<file path="config.mk">
export PLATFORM = sky130hd
export DESIGN_NAME = timer_irq_flat
export DESIGN_NICKNAME = d
export VERILOG_FILES = /design/src/rtl/timer_irq_if.sv /design/src/rtl/timer_irq.sv /design/src/flat_wrapper.sv
export SDC_FILE = /design/constraint.sdc
export NUM_CORES = 1
export LEC_CHECK = 0
export ABC_AREA = 1
export CORE_ASPECT_RATIO = 1.75
export CORE_UTILIZATION = 30
export CTS_BUF_LIST = sky130_fd_sc_hd__clkbuf_4 sky130_fd_sc_hd__clkbuf_8
export CTS_CLUSTER_SIZE = 16
export DETAILED_ROUTE_END_ITERATION = 16
export SLEW_MARGIN = 10
export SYNTH_ARGS = -nofsm -noshare
export SYNTH_HDL_FRONTEND = slang
export SYNTH_SLANG_ARGS = --single-unit
</file>
<file path="constraint.sdc">
create_clock -name clk -period 3.2 [get_ports clk]
set_input_delay 0.32 -clock clk [delete_from_list [all_inputs] [get_ports clk]]
set_output_delay 0.32 -clock clk [all_outputs]
set_load 0.01 [all_outputs]
</file>
<file path="src/rtl/timer_irq_if.sv">
// Register-bus bundle for timer_irq: word-addressed write port with byte
// enables and a combinational read-back path.
interface timer_irq_if;
    logic [1:0]  addr;
    logic        we;
    logic [3:0]  be;
    logic [31:0] din;
    logic [31:0] dout;

    modport master (
        output addr,
        output we,
        output be,
        output din,
        input  dout
    );

    modport slave (
        input  addr,
        input  we,
        input  be,
        input  din,
        output dout
    );
endinterface

</file>
<file path="src/rtl/timer_irq.sv">
// Down-counting timer with one-shot / periodic modes and a maskable level
// interrupt; CTRL/PRESET writes take priority over the counting FSM.
module timer_irq (
    input  logic        clk,
    input  logic        reset,
    timer_irq_if.slave  bus,
    output logic        irq
);

    localparam logic [1:0] ADDR_CTRL   = 2'd0;
    localparam logic [1:0] ADDR_PRESET = 2'd1;
    localparam logic [1:0] ADDR_COUNT  = 2'd2;

    typedef enum logic [1:0] {
        ST_IDLE = 2'd0,
        ST_LOAD = 2'd1,
        ST_CNT  = 2'd2,
        ST_INT  = 2'd3
    } state_e;

    state_e      state_q;
    logic [3:0]  ctrl_q;
    logic [31:0] preset_q;
    logic [31:0] count_q;
    logic        flag_q;

    logic [3:0]  ctrl_d;
    logic [31:0] preset_d;
    logic        wr_ctrl;
    logic        wr_preset;
    logic        frozen;
    logic        ctrl_en;
    logic        mode_periodic;

    assign wr_ctrl       = bus.we && (bus.addr == ADDR_CTRL);
    assign wr_preset     = bus.we && (bus.addr == ADDR_PRESET);
    assign frozen        = wr_ctrl || wr_preset;
    assign ctrl_en       = ctrl_q[0];
    // MODE codes 2 and 3 fall back to one-shot behaviour.
    assign mode_periodic = (ctrl_q[2:1] == 2'b01);

    // Byte-masked merge of the write data into PRESET.
    generate
        for (genvar gi = 0; gi < 4; gi++) begin : g_preset_byte
            assign preset_d[gi*8 +: 8] = (wr_preset && bus.be[gi])
                                       ? bus.din[gi*8 +: 8]
                                       : preset_q[gi*8 +: 8];
        end
    endgenerate

    // Only the low nibble of byte 0 exists in CTRL.
    assign ctrl_d = (wr_ctrl && bus.be[0]) ? bus.din[3:0] : ctrl_q;

    always_ff @(posedge clk) begin
        if (reset) begin
            state_q  <= ST_IDLE;
            ctrl_q   <= 4'd0;
            preset_q <= 32'd0;
            count_q  <= 32'd0;
            flag_q   <= 1'b0;
        end else begin
            preset_q <= preset_d;
            if (frozen) begin
                ctrl_q <= ctrl_d;
                flag_q <= 1'b0;
            end else begin
                case (state_q)
                    ST_IDLE: begin
                        if (ctrl_en) begin
                            state_q <= ST_LOAD;
                        end
                    end
                    ST_LOAD: begin
                        count_q <= preset_q;
                        state_q <= ST_CNT;
                    end
                    ST_CNT: begin
                        if (!ctrl_en) begin
                            state_q <= ST_IDLE;
                        end else if (count_q > 32'd1) begin
                            count_q <= count_q - 32'd1;
                        end else begin
                            // Covers PRESET=0 too: expire without wrapping.
                            count_q <= 32'd0;
                            flag_q  <= 1'b1;
                            state_q <= ST_INT;
                        end
                    end
                    ST_INT: begin
                        if (mode_periodic) begin
                            flag_q <= 1'b0;
                        end else begin
                            ctrl_q[0] <= 1'b0;
                        end
                        state_q <= ST_IDLE;
                    end
                    default: state_q <= ST_IDLE;
                endcase
            end
        end
    end

    always_comb begin
        bus.dout = 32'd0;
        case (bus.addr)
            ADDR_CTRL:   bus.dout = {28'd0, ctrl_q};
            ADDR_PRESET: bus.dout = preset_q;
            ADDR_COUNT:  bus.dout = count_q;
            default:     bus.dout = 32'd0;
        endcase
    end

    assign irq = flag_q & ctrl_q[3];

endmodule

</file>
<file path="src/flat_wrapper.sv">
// flat-port wrapper written by rule: the top's interface ports become plain ports
module timer_irq_flat 
  (clk, reset, irq, bus_addr, bus_we, bus_be, bus_din, bus_dout);
  timer_irq_if bus_i ();
  input  logic clk;
  input  logic reset;
  output logic irq;
  input wire logic [$bits(bus_i.addr)-1:0] bus_addr;
  input wire logic [$bits(bus_i.we)-1:0] bus_we;
  input wire logic [$bits(bus_i.be)-1:0] bus_be;
  input wire logic [$bits(bus_i.din)-1:0] bus_din;
  output wire logic [$bits(bus_i.dout)-1:0] bus_dout;
  assign bus_i.addr = bus_addr;
  assign bus_i.we = bus_we;
  assign bus_i.be = bus_be;
  assign bus_i.din = bus_din;
  assign bus_dout = bus_i.dout;
  timer_irq u_core (.clk(clk), .reset(reset), .bus(bus_i), .irq(irq));
endmodule
</file>
# After elaboration in Yosys (flattened, before gate mapping)
# Index checks and enable logic that the tools add are counted.
# word_totals
reg_bits	71
inputBits	41
output_inout_bits	33
word_cells	61
# op_classes
addsub	1
magnitude_cmp	1
n_eq_ne	13
mux	16
n_bitwise	2
reduce_logical	19
# ops
operator	n
$pmux W32 S3	1
$mux W32	2
$pmux W32 S2	1
$gt A32 B1 Y1 const B	1
$sub A32 B1 Y32 const B	1
$reduce_and A3 Y1	3
$ne A2 B1 Y1 const B	4
$pmux W2 S4	1
$logic_and A1 B1 Y1	7
$mux W1	7
$eq A2 B1 Y1 const B	3
$eq A2 B2 Y1 const B	3
$mux W2	3
$reduce_bool A2 Y1	3
$logic_not A2 Y1	2
$ne A2 B2 Y1 const B	2
$reduce_and A4 Y1	1
$ne A3 B3 Y1 const B	1
$pmux W1 S2	1
$reduce_and A2 Y1	1
$reduce_or A2 Y1	1
$and A1 B1 Y1	1
$logic_or A1 B1 Y1	1
$not A1 Y1	1

# Logic depth before layout (Yosys ltp)
# Gate-level depths: netlist (run 1).
# logic_depth
depth_word	5
ltp_mapped	12
mapped_depth_nobuf	11

# Worst setup path before layout (run 1)
# OpenSTA, ideal clock, no wires.
# synth_timing
kind	register to register
from	register u_core.count_q[0]
to	register u_core.count_q[18]
setup_time_ps	119
arrival_ps	1438
required_time_ps	3081
slack_ps	1643
path_stages_with_launch	13
path_buffers	1
period_less_slack_ps	1557
cell_sequence	dfxtp_1 -> inv_1 -> ha_1 -> nand2_4 -> nor2_4 -> nand2_4 -> nand2_2 -> nand2_2 -> nand2_4 -> inv_4 -> buf_6 -> o21ai_2 -> a21oi_1
# synth_via
elab_chain_len	4
word_cells_on_any_way	5
cone_classes	add/sub: 1; order compare: 1; mux: 3
# synth_lines
item	line	rtl
start, declared	timer_irq.sv:24	logic [31:0] count_q;
start signal, assigned	timer_irq.sv:74	count_q <= preset_q;
start signal, assigned	timer_irq.sv:81	count_q <= count_q - 32'd1;
$sub A32 B1 Y32 / $gt A32 B1 Y1 (equally long branches)	timer_irq.sv:81, timer_irq.sv:80	
$mux W32 *	timer_irq.sv:80	end else if (count_q > 32'd1) begin
$mux W32 *	timer_irq.sv:78	if (!ctrl_en) begin
$pmux W32 S2 *	timer_irq.sv:67	case (state_q)
# Mark *: on every way between the ends. The rest lies on a longest branch, timed or not. The select of a mux whose other input is x is not followed.
# A chain may end at the register's enable or synchronous reset.

# Worst setup path after layout (run 1)
# layout_timing
from	input port bus_addr[1]
to	output port bus_dout[15]
# layout_via
elab_chain_len	2
word_cells_on_any_way	4
cone_classes	eq/ne: 2; mux: 1; reduce/logical: 1
# layout_lines
item	line	rtl
start, declared	flat_wrapper.sv:8	input wire logic [$bits(bus_i.addr)-1:0] bus_addr;
$eq A2 B2 Y1 (tied with other cells)	timer_irq.sv:105	case (bus.addr)
$pmux W32 S3 *	timer_irq.sv:105	
end, declared	flat_wrapper.sv:12	output wire logic [$bits(bus_i.dout)-1:0] bus_dout;
# Mark *: on every way between the ends. The rest lies on a longest branch, timed or not.

==> results of run 1 <==
[synthesized netlist by cell type, types with 2 or more instances]
| master | n |
|---|---|
| buf_6 | 3 |
| nand3_2 | 10 |
| nand3_1 | 19 |
| nor3_1 | 3 |
| nand2_4 | 3 |
| o221ai_1 | 3 |
| o21ai_0 | 74 |
| a21oi_1 | 101 |
| o22ai_1 | 26 |
| nor2_2 | 5 |
| nand2_2 | 3 |
| xor2_1 | 19 |
| dfxtp_1 | 71 |
| inv_2 | 2 |
| nand4_1 | 2 |
| nor2_1 | 58 |
| clkbuf_1 | 15 |
| ha_1 | 5 |
| o21ai_1 | 2 |
| buf_2 | 10 |
| nor2_4 | 4 |
| nand2_1 | 87 |
| inv_1 | 85 |
[state kept, by name, summed over array words and instances, names as in the netlist]
name             cells
u_core.count_q      32
u_core.preset_q     32
u_core.state_q       2
u_core.ctrl_q        4
u_core.flag_q        1
[power by group through the flow]
stage | Sequential [mW] | Clock [mW] | Combinational (mW)
6_report | 1.29 | 0.752 | 2.90
5_1_grt | 1.31 | 0.804 | 3.26
4_1_cts | 1.28 | 0.761 | 2.92
3_5_place_dp | 1.30 | 0 | 2.90
3_3_place_gp | 1.29 | 0 | 2.85
2_1_floorplan | 1.24 | 0 | 2.21
[cell families after synthesis]
| logic type | after synthesis | synth area share |
|---|---|---|
| XOR/XNOR | 19 | 0.0401 |
| AO/OA/AOI/OAI | 212 | 0.270 |
| flip-flops | 71 | 0.342 |
| AND/OR/NAND/NOR | 195 | 0.217 |
| buffers and inverters | 117 | 0.115 |
| adder cells (fa/ha/maj) | 5 | 0.0151 |
[layer usage]
layer / share of wire / track usage
met5: 0 / 0
met4: 0.034 / 0.101
met3: 0.037 / 0.0250
met2: 0.53 / 0.333
met1: 0.40 / 0.194
[worst max-delay path, cell delays in order]
cell and delay [ps]:
clkdlybuf4s50_1 600, nor2_1 90, inv_1 660, buf_4 300, o22ai_1 80, clkdlybuf4s50_1 490
[worst paths after layout]
kind | end | depth (start not counted)
min reg2reg | u_core.preset_q[24] | 2
max reg2reg | u_core.count_q[17] | 11
min | u_core.preset_q[24] | 2
max | bus_dout[15] | 6
[area by class of cell]
| type | count | area [um2] | area share |
|---|---|---|---|
| Inverter | 88 | 333 | 0.0637 |
| Tap cell | 174 | 218 | 0.0417 |
| Clock inverter | 7 | 80.1 | 0.0153 |
| Multi-Input combinational cell | 431 | 2250 | 0.431 |
| Timing Repair Buffer | 80 | 796 | 0.152 |
| Sequential cell | 71 | 1420 | 0.272 |
| Clock buffer | 9 | 124 | 0.0237 |
==> flow_summary.ini, run 1 <==
[status]
status = finished, final reports clean

[synthesis]
seq_area_frac_synth = 0.342
synthTopCellsByArea = dfxtp_1 (34%), a21oi_1 (12%), o21ai_0 (8.9%), nand2_1 (7.9%), inv_1 (7.7%)
synth_edf_count = 0
synthArstFlopShare = 0
synthesis.nets = 665
syn_area_per_cell_um2 = 6.70
yosys_warnings = 0
syn_inst = 619
synth_top_area_share = 0.342
ys.flop_type = dfxtp_1
ys_types = 32
ys_seq_elements = 71
yosysTopAreaCell = dfxtp_1
synth_area_um2 = 4150

[final_layout]
num_antenna_cells = 0
finalInstanceArea_um2 = 5220
fillCellCount = 1471
final_cell_mix = a21oi_1 (101), nand2_1 (87), inv_1 (85)
area_delta_synth_final_pct = 25.9
final_cells = 860
layout_commonest_cell = a21oi_1
final_nets = 727
fin_util = 0.388
drive_above_1_share = 0.0773

[clocking]
clk_pin_slew_worst_paths_ps = 80
postCtsResizedCells = 0
clk_path_buf_depth = 2
cts_root_buffer = clkbuf_8
post-cts-setup-buffers = 0
cts_tree = built
cts_buffers = 9
h-tree-depth = 3
cts_sinks = 71
hold_buffers = 0
insertion_delay_ps = 360

[hold_path]
hold_path.class = flip-flop to flip-flop
holdCritStartpoint = u_core.preset_q[24]

[critical_path]
worst-path-max-fanout = 25
crit_path_start = bus_addr[1]
worstSetupPathType = input pin to output pin
setup.worst_path.start_class = input pin
end_kind = output pin
regToRegStartpoint = u_core.count_q[0]
cp.arrival_ps = 2550
r2r_slack_ps = 1240
cp.required_ps = 2880

[route]
drt_iter0_drc = 158
vias = 4330
routedWlPerCell_um = 14.7
ant_nets = 0
first_pass_iters = 4
vias_per_cell = 5.03
drc = 0
routed_wl_mm = 12.6

[sta]
hold_violations = 0
fmax_mhz = 348
tightest_slew_ps = 901
worst_slack_ps = 330
fin_skew_ps = 12.3
fin_crit_sh = 0.897
relSlewSlack = 0.398
rsz0062_at_grt = false
slew_violations = 0
period_minus_slack_ps = 2870
tns_ps = 0
hold_ws_ps = 474
setup_violations = 0

[pwr]
internal_power_mw = 2.43
swShare = 0.509
p_clk_frac = 0.152
leakage_nw = 2.02
p_per_area_nw_per_um2 = 946
power_mw = 4.94
p_comb_frac = 0.587
ir_drop_v = 0.000432
power_frac_seq = 0.261
netSwitchingPower_mw = 2.51

[placement]
dpl.hpwl_mm = 9.23
place_area_um2 = 5020
port_buffers = 73
place_ws_ps = 332
gp_congestion = 0.864
dp.cells = 844

[job]
cap_viol_max_count = 0

[global_route]
antenna_found_initial = 0
grt_usage = 0.180
grt_overflow = 0
grt_pass1_vias = 4248
grt_max_degree = 38
grt_pass1_wl_mm = 20.3

[die]
die_h_um = 158
start_util = 0.309
rows = 56
io-pin-count = 74
fp.dieW_um = 90.9
core_area_um2 = 13500
dieArea_um2 = 14300
Note: power is estimated with default switching activity, not from simulation.
==> run 2: changes to the inputs <==
SLEW_MARGIN = 0   (was 10)
==> results of run 2 <==
No change in the layout: final DEF, timing and power equal those of run 1.
==> run 3: changes to the inputs <==
HOLD_SLACK_MARGIN = 0.06   (was unset)
==> results of run 3 <==
No change in the layout: final DEF, timing and power equal those of run 1.
